### config.mk
export PLATFORM = sky130hd
export DESIGN_NAME = perf_job_ctrl
export DESIGN_NICKNAME = d
export VERILOG_FILES = /design/src/rtl/perf_job_ctrl_pkg.sv /design/src/rtl/perf_wait_timer.sv /design/src/rtl/perf_job_ctrl.sv
export SDC_FILE = /design/constraint.sdc
export NUM_CORES = 1
export LEC_CHECK = 0
export CORE_AREA = 2 2 129 131
export DETAILED_ROUTE_END_ITERATION = 12
export DIE_AREA = 0 0 131 133
export GPL_ROUTABILITY_DRIVEN = 0
export HOLD_SLACK_MARGIN = 0.05
export PLACE_DENSITY = 0.82
export SYNTH_ARGS = -nofsm -noshare
export SYNTH_HDL_FRONTEND = slang
export SYNTH_SLANG_ARGS = --single-unit
export TNS_END_PERCENT = 1
### constraint.sdc
create_clock -name clk -period 5.1 [get_ports clk]
set_input_delay 0.765 -clock clk [delete_from_list [all_inputs] [get_ports clk]]
set_output_delay 0.765 -clock clk [all_outputs]
set_load 0.01 [all_outputs]
### src/rtl/perf_job_ctrl_pkg.sv
// Shared types and constants for the perf_sys job controller.
// Latency: n/a (declarations only).
// Backpressure: n/a.
package perf_job_ctrl_pkg;

  typedef enum logic [1:0] {
    LOAD  = 2'd0,
    START = 2'd1,
    WAIT  = 2'd2,
    SEND  = 2'd3
  } state_t;

  localparam int JOB_BYTES   = 14;
  localparam int RES_BYTES   = 5;
  localparam int BLOCK_BYTES = 12;

  localparam logic [7:0] STAT_FOUND   = 8'h00;
  localparam logic [7:0] STAT_TIMEOUT = 8'h01;

  // Byte-index landmarks within the job and result frames.
  localparam logic [3:0] IDX_TGT_HI   = 4'(BLOCK_BYTES);
  localparam logic [3:0] IDX_JOB_LAST = 4'(JOB_BYTES - 1);
  localparam logic [3:0] IDX_RES_LAST = 4'(RES_BYTES - 1);

  // Result frame byte at position idx: status first, then nonce MSB-first.
  function automatic logic [7:0] res_byte(input logic [2:0]  idx,
                                          input logic [7:0]  status,
                                          input logic [31:0] nonce);
    logic [7:0] b;
    case (idx)
      3'd0:    b = status;
      3'd1:    b = nonce[31:24];
      3'd2:    b = nonce[23:16];
      3'd3:    b = nonce[15:8];
      3'd4:    b = nonce[7:0];
      default: b = 8'h00;
    endcase
    return b;
  endfunction

endpackage

### src/rtl/perf_wait_timer.sv
// Wait-phase cycle counter with clear, enable and terminal-count flag.
// Latency: expired reflects the registered count combinationally.
// Backpressure: none; the count saturates at TIMEOUT-1 until cleared.
module perf_wait_timer #(
  parameter int TIMEOUT = 65536,
  parameter int TMR_W   = 32
) (
  input  logic clk,
  input  logic reset,
  input  logic clr,
  input  logic en,
  output logic expired
);

  localparam logic [TMR_W-1:0] LAST = TMR_W'(TIMEOUT - 1);

  logic [TMR_W-1:0] cnt;

  // Count up while enabled; hold at the terminal value so expired stays asserted.
  always_ff @(posedge clk) begin
    if (reset || clr) begin
      cnt <= '0;
    end else if (en && !expired) begin
      cnt <= cnt + TMR_W'(1);
    end
  end

  assign expired = (cnt == LAST);

endmodule

### src/rtl/perf_job_ctrl.sv
// Host-side job controller: loads a 14-byte job, launches perf_sys, returns a 5-byte result.
// Latency: last job byte in cycle N -> start in N+1 -> WAIT from N+2; result valid the cycle after WAIT exit.
// Backpressure: in_ready only in LOAD; out_byte/out_valid held stable until out_ready.
module perf_job_ctrl
  import perf_job_ctrl_pkg::*;
#(
  parameter int TIMEOUT = 65536,
  parameter int TMR_W   = 32
) (
  input  logic        clk,
  input  logic        reset,
  input  logic [7:0]  in_byte,
  input  logic        in_valid,
  output logic        in_ready,
  output logic [7:0]  out_byte,
  output logic        out_valid,
  input  logic        out_ready,
  output logic        busy,
  output logic [7:0]  block0,
  output logic [7:0]  block1,
  output logic [7:0]  block2,
  output logic [7:0]  block3,
  output logic [7:0]  block4,
  output logic [7:0]  block5,
  output logic [7:0]  block6,
  output logic [7:0]  block7,
  output logic [7:0]  block8,
  output logic [7:0]  block9,
  output logic [7:0]  block10,
  output logic [7:0]  block11,
  output logic [15:0] target,
  output logic        start,
  input  logic        finish,
  input  logic [7:0]  nonce0,
  input  logic [7:0]  nonce1,
  input  logic [7:0]  nonce2,
  input  logic [7:0]  nonce3
);

  state_t      state;
  logic [3:0]  idx;
  logic [7:0]  blk [BLOCK_BYTES];
  logic [7:0]  status;
  logic [31:0] nonce_q;
  logic        tmr_expired;
  logic        in_xfer;
  logic        out_xfer;

  assign in_xfer  = in_valid && in_ready;
  assign out_xfer = out_valid && out_ready;

  perf_wait_timer #(
    .TIMEOUT (TIMEOUT),
    .TMR_W   (TMR_W)
  ) u_timer (
    .clk     (clk),
    .reset   (reset),
    .clr     (state == START),
    .en      (state == WAIT),
    .expired (tmr_expired)
  );

  // Job load, launch, wait and result streaming; every output is registered here.
  always_ff @(posedge clk) begin
    if (reset) begin
      state     <= LOAD;
      idx       <= '0;
      in_ready  <= 1'b1;
      out_valid <= 1'b0;
      out_byte  <= 8'h00;
      start     <= 1'b0;
      busy      <= 1'b0;
      target    <= 16'h0000;
      status    <= STAT_FOUND;
      nonce_q   <= '0;
      for (int i = 0; i < BLOCK_BYTES; i++) blk[i] <= 8'h00;
    end else begin
      case (state)
        LOAD: begin
          if (in_xfer) begin
            for (int i = 0; i < BLOCK_BYTES; i++) begin
              if (idx == 4'(i)) blk[i] <= in_byte;
            end
            if (idx == IDX_TGT_HI)   target[15:8] <= in_byte;
            if (idx == IDX_JOB_LAST) target[7:0]  <= in_byte;
            if (idx == IDX_JOB_LAST) begin
              idx      <= '0;
              in_ready <= 1'b0;
              start    <= 1'b1;
              busy     <= 1'b1;
              state    <= START;
            end else begin
              idx <= idx + 4'd1;
            end
          end
        end
        START: begin
          start <= 1'b0;
          state <= WAIT;
        end
        WAIT: begin
          // finish takes precedence over a coincident timeout
          if (finish) begin
            nonce_q   <= {nonce0, nonce1, nonce2, nonce3};
            status    <= STAT_FOUND;
            out_byte  <= STAT_FOUND;
            out_valid <= 1'b1;
            state     <= SEND;
          end else if (tmr_expired) begin
            nonce_q   <= '0;
            status    <= STAT_TIMEOUT;
            out_byte  <= STAT_TIMEOUT;
            out_valid <= 1'b1;
            state     <= SEND;
          end
        end
        SEND: begin
          if (out_xfer) begin
            if (idx == IDX_RES_LAST) begin
              idx       <= '0;
              out_valid <= 1'b0;
              out_byte  <= 8'h00;
              in_ready  <= 1'b1;
              busy      <= 1'b0;
              state     <= LOAD;
            end else begin
              idx      <= idx + 4'd1;
              out_byte <= res_byte(idx[2:0] + 3'd1, status, nonce_q);
            end
          end
        end
        default: state <= LOAD;
      endcase
    end
  end

  assign block0  = blk[0];
  assign block1  = blk[1];
  assign block2  = blk[2];
  assign block3  = blk[3];
  assign block4  = blk[4];
  assign block5  = blk[5];
  assign block6  = blk[6];
  assign block7  = blk[7];
  assign block8  = blk[8];
  assign block9  = blk[9];
  assign block10 = blk[10];
  assign block11 = blk[11];

endmodule

After elaboration in Yosys (flattened, before gate mapping):

Memory sizes are Yosys's and may differ from the RTL's.
Cells that the tools add are included.

* register bits: 106
* RAM bits: 96
* bits of input ports: 45
* output and inout port bits: 124
* logic and storage cells: 183
* memories: 1

Memory list
* blk: depth 12, bits a word 8, read ports 12, clocked after memory_dff 0, write ports 12, line perf_job_ctrl.sv:42 `logic [7:0] blk [BLOCK_BYTES];`

* $add $sub $neg: 3
* equality and inequality tests: 26
* multiplexer cells: 108
* bitwise gates (word level): 12
* reductions and logical operators: 21

Operators with widths (number)
* $mux W8: 16
* $mux W1: 72
* $mux W32: 2
* $pmux W8 S5: 1
* $add A32 B1 Y32 const B: 1
* $eq A32 B16 Y1 const B: 1
* $eq A4 B4 Y1 const B: 6
* $eq A4 B3 Y1 const B: 4
* $mux W4: 4
* $pmux W8 S2: 1
* $reduce_and A3 Y1: 5
* $mux W2: 6
* $or A1 B1 Y1: 12
* $reduce_and A5 Y1: 2
* $eq A4 B2 Y1 const B: 2
* $ne A2 B2 Y1 const B: 4
* $pmux W1 S2: 4
* $pmux W2 S4: 1
* $pmux W4 S2: 1
* $reduce_bool A2 Y1: 4
* $eq A3 B2 Y1 const B: 2
* $add A4 B1 Y4 const B: 1
* $eq A2 B2 Y1 const B: 2
* $eq A4 B1 Y1 const B: 1
* 13 further kinds: 15

Logic depth before layout (Yosys ltp):

Gate-level depths: netlist of run 1.

* depth in word-level cells: 7
* depth in mapped cells: 8
* mapped depth without buffers: 7

Cells and area by module:

From an unflattened synthesis of run 1, not the netlist that was laid out.

* cells, all modules: 724
* area total of the unflattened synthesis: 7962.6 µm²

Modules (own cells, without submodules)
* perf_job_ctrl: instances 1, cells each 531, area an instance 6208.5 µm², seq. area each 4224.1 µm²
* perf_wait_timer: instances 1, cells each 193, area an instance 1754.2 µm², seq. area each 640.6 µm²

Worst setup path before layout of run 1:

Ideal clock, no wire load.

* path type: input to register
* start: input port in_valid
* end: memory blk[8][0], in the netlist blk[2][0] (enable)
* library setup time: 0.334 ns
* arrival: 1.839 ns
* data required time: 4.766 ns
* slack: 2.926 ns
* stages on the path: 4
* buffers on the path: 0
* path through: nand3_1 > nor3b_1 > nand2_1 > nand2b_1

RTL lines
* start: declaration: line perf_job_ctrl.sv:13 `input logic in_valid,`
* end: declaration: line perf_job_ctrl.sv:42

==> results of run 1 <==
sequential cells by signal, summed over array words and instances, names as in the netlist:
name and count:
nonce_q 32, u_timer.cnt 32, busy 1, status 1, target 16, in_ready 1
idx 4, state 2, out_byte 8, start 1, out_valid 1, blk 96
routing by layer:
metal,vias up,part of all wire (%)
li1,2797,-
met1,2762,41
met2,292,48
met3,34,9.5
met4,0,1.8
met5,-,0
logic make-up after synthesis:
| family | after synthesis | synth area share [%] |
|---|---|---|
| and+or+nand+nor | 280 | 18.2 |
| adders and majority gates | 10 | 1.58 |
| muxes | 21 | 2.67 |
| buffers and inverters | 57 | 3.44 |
| AOI/OAI and AO/OA | 112 | 10.3 |
| DFF | 195 | 61.4 |
| xor gates and xnor gates | 22 | 2.53 |
worst max-delay path, stage by stage:
cell and delay, ps:
clkdlybuf4s50_1 480, nand3_1 240, nor3_1 610, nand2_1 360, nand2b_1 420
layout make-up:
| cell class | count | area [µm²] |
|---|---|---|
| multi-input combinational | 445 | 2790 |
| clock buffer | 19 | 433 |
| clock inverter | 13 | 104 |
| timing repair buffer | 169 | 1680 |
| inverter | 15 | 56.3 |
| tap | 220 | 275 |
| sequential | 195 | 4860 |
| fill | 1231 | 5970 |
cells in the final DEF (no fill, tap or decap), types with 10 or more instances in the layout:
cell             netlist  routed
o21ai_0               25      25
a22o_1                32      32
nor2_1               126     126
a21oi_1               20      20
dfxtp_1               99      99
edfxtp_1              96      96
mux2i_1               20      20
ha_1                  10      10
inv_1                 15      15
clkbuf_16              0      17
clkdlybuf4s50_1        0     167
nand4_1               20      20
xor2_1                17      17
nand2b_1              26      26
nand3_1               22      22
nand2_1               24      24
through the flow:
step	hold WS, ps	cell area [µm²]	util, %
after floorplan	445	7930	-
after global placement	462	9670	59.8
after detailed placement	465	9670	59.8
after CTS	483	10200	63.1
after global routing	485	10200	63.1
final	481	10200	63.1
worst max-delay path by stage:
stage / startpoint / end / slack [ps] / cells after the start
floorplan: in_valid / blk[2][0]$_SDFFCE_PN0P_ / 2930 / 4
global placement: in_valid / blk[0][6]$_SDFFCE_PN0P_ / 2030 / 5
detailed placement: in_valid / blk[0][27]$_SDFFCE_PN0P_ / 1970 / 5
CTS: in_valid / blk[0][13]$_SDFFCE_PN0P_ / 2430 / 5
global route: u_timer.cnt[26]$_SDFFE_PP0P_ / out_byte[3]$_SDFFE_PP0P_ / 2140 / 5
finish: in_valid / blk[0][10]$_SDFFCE_PN0P_ / 2310 / 5
power by group through the flow:
stage | Clock, mW | Combinational [mW] | Sequential, mW
4_1_cts | 1.24 | 0.612 | 1.81
2_1_floorplan | 0 | 0.289 | 1.87
3_3_place_gp | 0 | 0.599 | 1.85
6_report | 1.23 | 0.610 | 1.81
3_5_place_dp | 0 | 0.610 | 1.85
5_1_grt | 1.31 | 0.668 | 1.82
cell usage after synthesis (all sizes together), types with 2 or more instances:
library cell / count / share of area (%)
a22o: 32 / 3.5
ha: 10 / 1.6
o31ai: 3 / 0.28
inv: 15 / 0.71
nor3: 4 / 0.25
or4: 3 / 0.28
o21bai: 2 / 0.19
nor3b: 3 / 0.35
and3: 6 / 0.47
nand4: 23 / 2.1
clkbuf: 30 / 1.5
and2: 4 / 0.32
nand3b: 2 / 0.19
nor2: 129 / 6.2
dfxtp: 99 / 25
nor4: 5 / 0.58
nand3: 24 / 1.6
and4: 10 / 1.2
xor2: 18 / 2.1
a21o: 5 / 0.49
mux2i: 20 / 2.5
xnor2: 4 / 0.44
edfxtp: 96 / 36
nand2b: 26 / 2.1
a222oi: 8 / 1.0
o21ai: 28 / 1.9
nor2b: 4 / 0.32
o211ai: 2 / 0.19
a211oi: 4 / 0.38
nand2: 24 / 1.1
or3: 11 / 0.96
buf: 12 / 1.2
a21oi: 21 / 1.5
==> flow_summary.json, run 1 <==
{
  "cts_setup_buffers": 0,
  "overflow": 0,
  "crit_type": "input pin to flop",
  "syn-num-nets": 752,
  "setup_viol": 0,
  "clock_skew_ps": 9.38,
  "cp_max_fo": 9,
  "internal-power_mw": 2.64,
  "stdcell_count": 1076,
  "period_minus_slack_ps": 2790,
  "use_met2_pct": 35.4,
  "port_buffers": 168,
  "routed-via-count": 5885,
  "drt_wl_total_mm": 18.6,
  "clk_latency_ps": 430,
  "min_path_type": "flop to flop",
  "min_to": "nonce_q[0]$_SDFFE_PP0P_",
  "grt_max_degree": 48,
  "die-area_mm2": 0.0174,
  "vias_per_cell": 5.47,
  "die_h_um": 133,
  "ant_nets": 0,
  "core_mm2": 0.0162,
  "firstDrtPassIters": 5,
  "hold_viol_final": 0,
  "rsz0062_at_grt": "no",
  "grt_use_met3_pct": 6.87,
  "finalMaxSlewViolations": 0,
  "drtIter0Drc": 434,
  "avgSynthCellArea_um2": 11.4,
  "leakagePower_nw": 3.65,
  "start_util_pct": 49.0,
  "layout-drive-gt1-share_pct": 6.43,
  "max_cap_violations": 0,
  "p_comb_share_pct": 16.7,
  "r2r_start": "u_timer.cnt[23]$_SDFFE_PP0P_",
  "setup_ws_ps": 2310,
  "ir_drop_mv": 0.274,
  "fin_tns_setup_ps": 0,
  "row_count": 47,
  "seq_area_frac_synth_pct": 61.4,
  "cts.sinks": 195,
  "clock_path_buffers": 2,
  "slew_headroom_pct": 23.3,
  "synthToLayoutAreaGrowth_pct": 28.8,
  "rr_worst_depth": 5,
  "post-place-ws_ps": 1970,
  "drc": 0,
  "synthCells": 697,
  "powerDensity_mw_per_mm2": 358,
  "ios": 169,
  "switching_share_pct": 27.8,
  "p_switching_mw": 1.01,
  "synth_seq_cells": 195,
  "nets": 898,
  "cts-root-buf": "clkbuf_16",
  "worst_pin_slew_ps": 1150,
  "status": "complete, no violations",
  "cts_resized": 0,
  "yosysWarningCount": 0,
  "ys_async_sr_fraction_pct": 0,
  "hp-start": "nonce_q[0]$_SDFFE_PP0P_",
  "hpwl_mm": 13.1,
  "arrival_ps": 2880,
  "cp-end-kind": "flop",
  "grt_usage_pct": 21.9,
  "antenna_found_initial": 0,
  "grt_first_pass_wirelength_mm": 29.2,
  "use_met1_pct": 27.9,
  "routedWlPerCell_um": 17.3,
  "finalCritPeriodShare_pct": 54.8,
  "clkTransAtPathRegs_ps": 70,
  "pwr-share-clk_pct": 33.7,
  "diodes": 0,
  "p_seq_share_pct": 49.6,
  "cts_made_buffers": 17,
  "timing.fmax_mhz": 358,
  "startpoint_type": "input pin",
  "yosysUniqueCellTypes": 60,
  "finalPower_mw": 3.65,
  "grt_pass1_vias": 5525,
  "ys.flop_type": "dfxtp_1",
  "hold_buffers": 0,
  "htree_levels": 4,
  "die_width_um": 131,
  "r2r_setup_slack_ps": 2460,
  "crit_required_ps": 5190,
  "grt.busiest_layer": "met2",
  "synth_edf_count": 96,
  "dpl.cell_count": 1044,
  "holdPathStages": 1,
  "synth_area_mm2": 0.00793,
  "r2r-end": "out_byte[3]$_SDFFE_PP0P_",
  "cts_tree": "yes"
}
Power figures use the tool's default switching activity.
==> inputs of run 2 (changes only) <==
--- a/config.mk
+++ b/config.mk
@@ -5,12 +5,12 @@
 export SDC_FILE = /design/constraint.sdc
 export NUM_CORES = 1
 export LEC_CHECK = 0
-export CORE_AREA = 2 2 129 131
+export CORE_AREA = 2 2 135 137
 export DETAILED_ROUTE_END_ITERATION = 12
-export DIE_AREA = 0 0 131 133
+export DIE_AREA = 0 0 137 139
 export GPL_ROUTABILITY_DRIVEN = 0
 export HOLD_SLACK_MARGIN = 0.05
-export PLACE_DENSITY = 0.82
+export PLACE_DENSITY = 0.79
 export SYNTH_ARGS = -nofsm -noshare
 export SYNTH_HDL_FRONTEND = slang
 export SYNTH_SLANG_ARGS = --single-unit
==> constraint.sdc (replaced) <==
create_clock -name clk -period 2.33 [get_ports clk]
set_input_delay 0.3495 -clock clk [delete_from_list [all_inputs] [get_ports clk]]
set_output_delay 0.3495 -clock clk [all_outputs]
set_load 0.01 [all_outputs]
==> run 2 against run 1 <==
  * Sequential cell count unchanged
  * Via count grew 1.9%
  * Sequential share of layout area down 1.9 points
  * Cell area is 4.2% higher
  * First-iteration DRC count down 20%
  * Worst hold slack worse by 30 ps
  * Non-clock buffer count increased by 42
  * Setup slack got worse by 2100 ps
  * Global-route usage decreased by 1.9 points
  * Clock skew is 0.83 ps lower
  * Wire length up 1.4%
  * Core utilization shrank 2.9 points
  * Critical path type is now flop to flop
  * Critical endpoint is now state[0]$_SDFFE_PP0P_
==> flow_summary.json, run 2 (synthesis results as in run 1) <==
{
  "layout_commonest_cell": "clkdlybuf4s50_1",
  "worst_pin_slew_ps": 666,
  "synthToLayoutAreaGrowth_pct": 34.2,
  "min_to": "target[15]$_SDFFE_PP0P_",
  "die-area_mm2": 0.0190,
  "hold_viol_final": 0,
  "placement.cell_area_mm2": 0.0100,
  "clk_latency_ps": 430,
  "fin_hold_ws_ps": 451,
  "hold_buffers": 0,
  "start_util_pct": 44.9,
  "die_width_um": 137,
  "vias_per_cell": 5.31,
  "holdPathStages": 2,
  "grt_usage_pct": 20.0,
  "fin_area_mm2": 0.0106,
  "cp-end-kind": "flop",
  "drtIter0Drc": 349,
  "core_mm2": 0.0177,
  "antenna_found_initial": 1,
  "nFillCells": 1425,
  "fin_tns_setup_ps": 0,
  "hp-start": "reset",
  "max_cap_violations": 0,
  "port_buffers": 168,
  "layout_common_cells": "clkdlybuf4s50_1, nor2_1, dfxtp_1",
  "die_h_um": 139,
  "drc": 0,
  "clock_path_buffers": 2,
  "finalCritPeriodShare_pct": 89.8,
  "clkTransAtPathRegs_ps": 70,
  "crit_required_ps": 2670,
  "ios": 169,
  "cts_made_buffers": 17,
  "htree_levels": 4,
  "timing.fmax_mhz": 478,
  "cts-root-buf": "clkbuf_16",
  "grt_first_pass_wirelength_mm": 29.7,
  "ant_nets": 0,
  "ir_drop_mv": 0.516,
  "leakagePower_nw": 3.90,
  "rsz0062_at_grt": "no",
  "r2r-end": "state[0]$_SDFFE_PP0P_",
  "cts_tree": "yes",
  "drt_wl_total_mm": 18.9,
  "r2r_setup_slack_ps": 240,
  "routedWlPerCell_um": 16.8,
  "powerDensity_mw_per_mm2": 795,
  "status": "complete, no violations",
  "largest_reg_flops": 96,
  "finalMaxSlewViolations": 0,
  "grt_pass1_vias": 5635,
  "period_minus_slack_ps": 2090,
  "overflow": 0,
  "rr_worst_depth": 6,
  "min_path_type": "input pin to flop",
  "reg_top3": "blk: 96 flops, nonce_q: 32 flops, u_timer.cnt: 32 flops",
  "cts.sinks": 195,
  "cp_max_fo": 7,
  "r2r_start": "idx[0]$_SDFFE_PP0P_",
  "clock_skew_ps": 8.56,
  "grt_max_degree": 39,
  "hpwl_mm": 13.5,
  "row_count": 49,
  "top_register": "blk",
  "cts_setup_buffers": 0,
  "startpoint_type": "flop",
  "crit_type": "flop to flop",
  "arrival_ps": 2440,
  "slew_headroom_pct": 55.6,
  "firstDrtPassIters": 6,
  "cts_resized": 0,
  "nets": 941,
  "layout-drive-gt1-share_pct": 11.2,
  "routed-via-count": 5997,
  "setup_viol": 0
}
==> run 2: changes by cell type in the layout (fill, tap and decap cells not counted), sizes merged <==
cell and change:
buf +42, inv +4, clkinvlp -3, bufinv +2, clkbuf -2, a21oi +1
clkinv -1, diode +1
==> run 2: per-stage QoR <==
step	power, mW	setup slack [ps]	std cells	util [%]
after global placement	5.48	171	1095	56.7
after floorplan	4.74	313	697	-
after CTS	8.48	96.5	1127	60.1
final	8.45	239	1129	60.2
after detailed placement	5.51	110	1095	56.7
after global routing	8.80	69.9	1128	60.2
==> run 2: area by class of cell <==
| type | instances | area (µm²) | share of cell area (%) |
|---|---|---|---|
| Antenna cell | 1 | 2.50 | 0.0235 |
| Clock buffer | 17 | 425 | 4.00 |
| Clock inverter | 15 | 184 | 1.73 |
| Inverter | 15 | 56.3 | 0.529 |
| Multi-Input combinational cell | 446 | 2810 | 26.4 |
| Sequential cell | 195 | 4860 | 45.7 |
| Tap cell | 229 | 287 | 2.69 |
| Timing Repair Buffer | 211 | 2010 | 18.9 |
==> run 2: worst max-delay path, cell delays in order (launching register included) <==
cell and delay (ps):
dfxtp_1 450, ha_1 390, nand3_1 190, o21ai_0 350
and3_1 330, a21oi_1 90, a211oi_1 200
==> run 2: routing by layer <==
metal | global-route usage [%] | vias up | wire length, µm | share of wire, %
met5 | 0 | - | 0 | 0
met4 | 4.40 | 0 | 148 | 0.78
met3 | 5.26 | 16 | 1550 | 8.2
met2 | 32.4 | 250 | 9020 | 48
met1 | 27.0 | 2839 | 8200 | 43
li1 | - | 2892 | - | -
==> run 2: worst max path at each step <==
stage                                 from                        to  slack (ps)  cells past startpoint
2_1_floorplan          idx[0]$_SDFFE_PP0P_  out_byte[0]$_SDFFE_PP0P_         310                      7
3_3_place_gp                      in_valid      blk[2][22]$_DFFE_PP_         170                      5
3_5_place_dp   u_timer.cnt[0]$_SDFFE_PP0P_   nonce_q[9]$_SDFFE_PP0P_         110                      6
4_1_cts        u_timer.cnt[0]$_SDFFE_PP0P_   nonce_q[9]$_SDFFE_PP0P_         100                      6
5_1_grt                idx[0]$_SDFFE_PP0P_     state[0]$_SDFFE_PP0P_          70                      6
6_report               idx[0]$_SDFFE_PP0P_     state[0]$_SDFFE_PP0P_         240                      6
==> run 2: power by group <==
part / switching [mW] / leakage [nW] / internal, mW
registers: 0.114 / 1.78 / 3.84
clock network: 1.38 / 0.300 / 1.64
logic: 0.821 / 1.82 / 0.663
total: 2.31 / 3.90 / 6.14
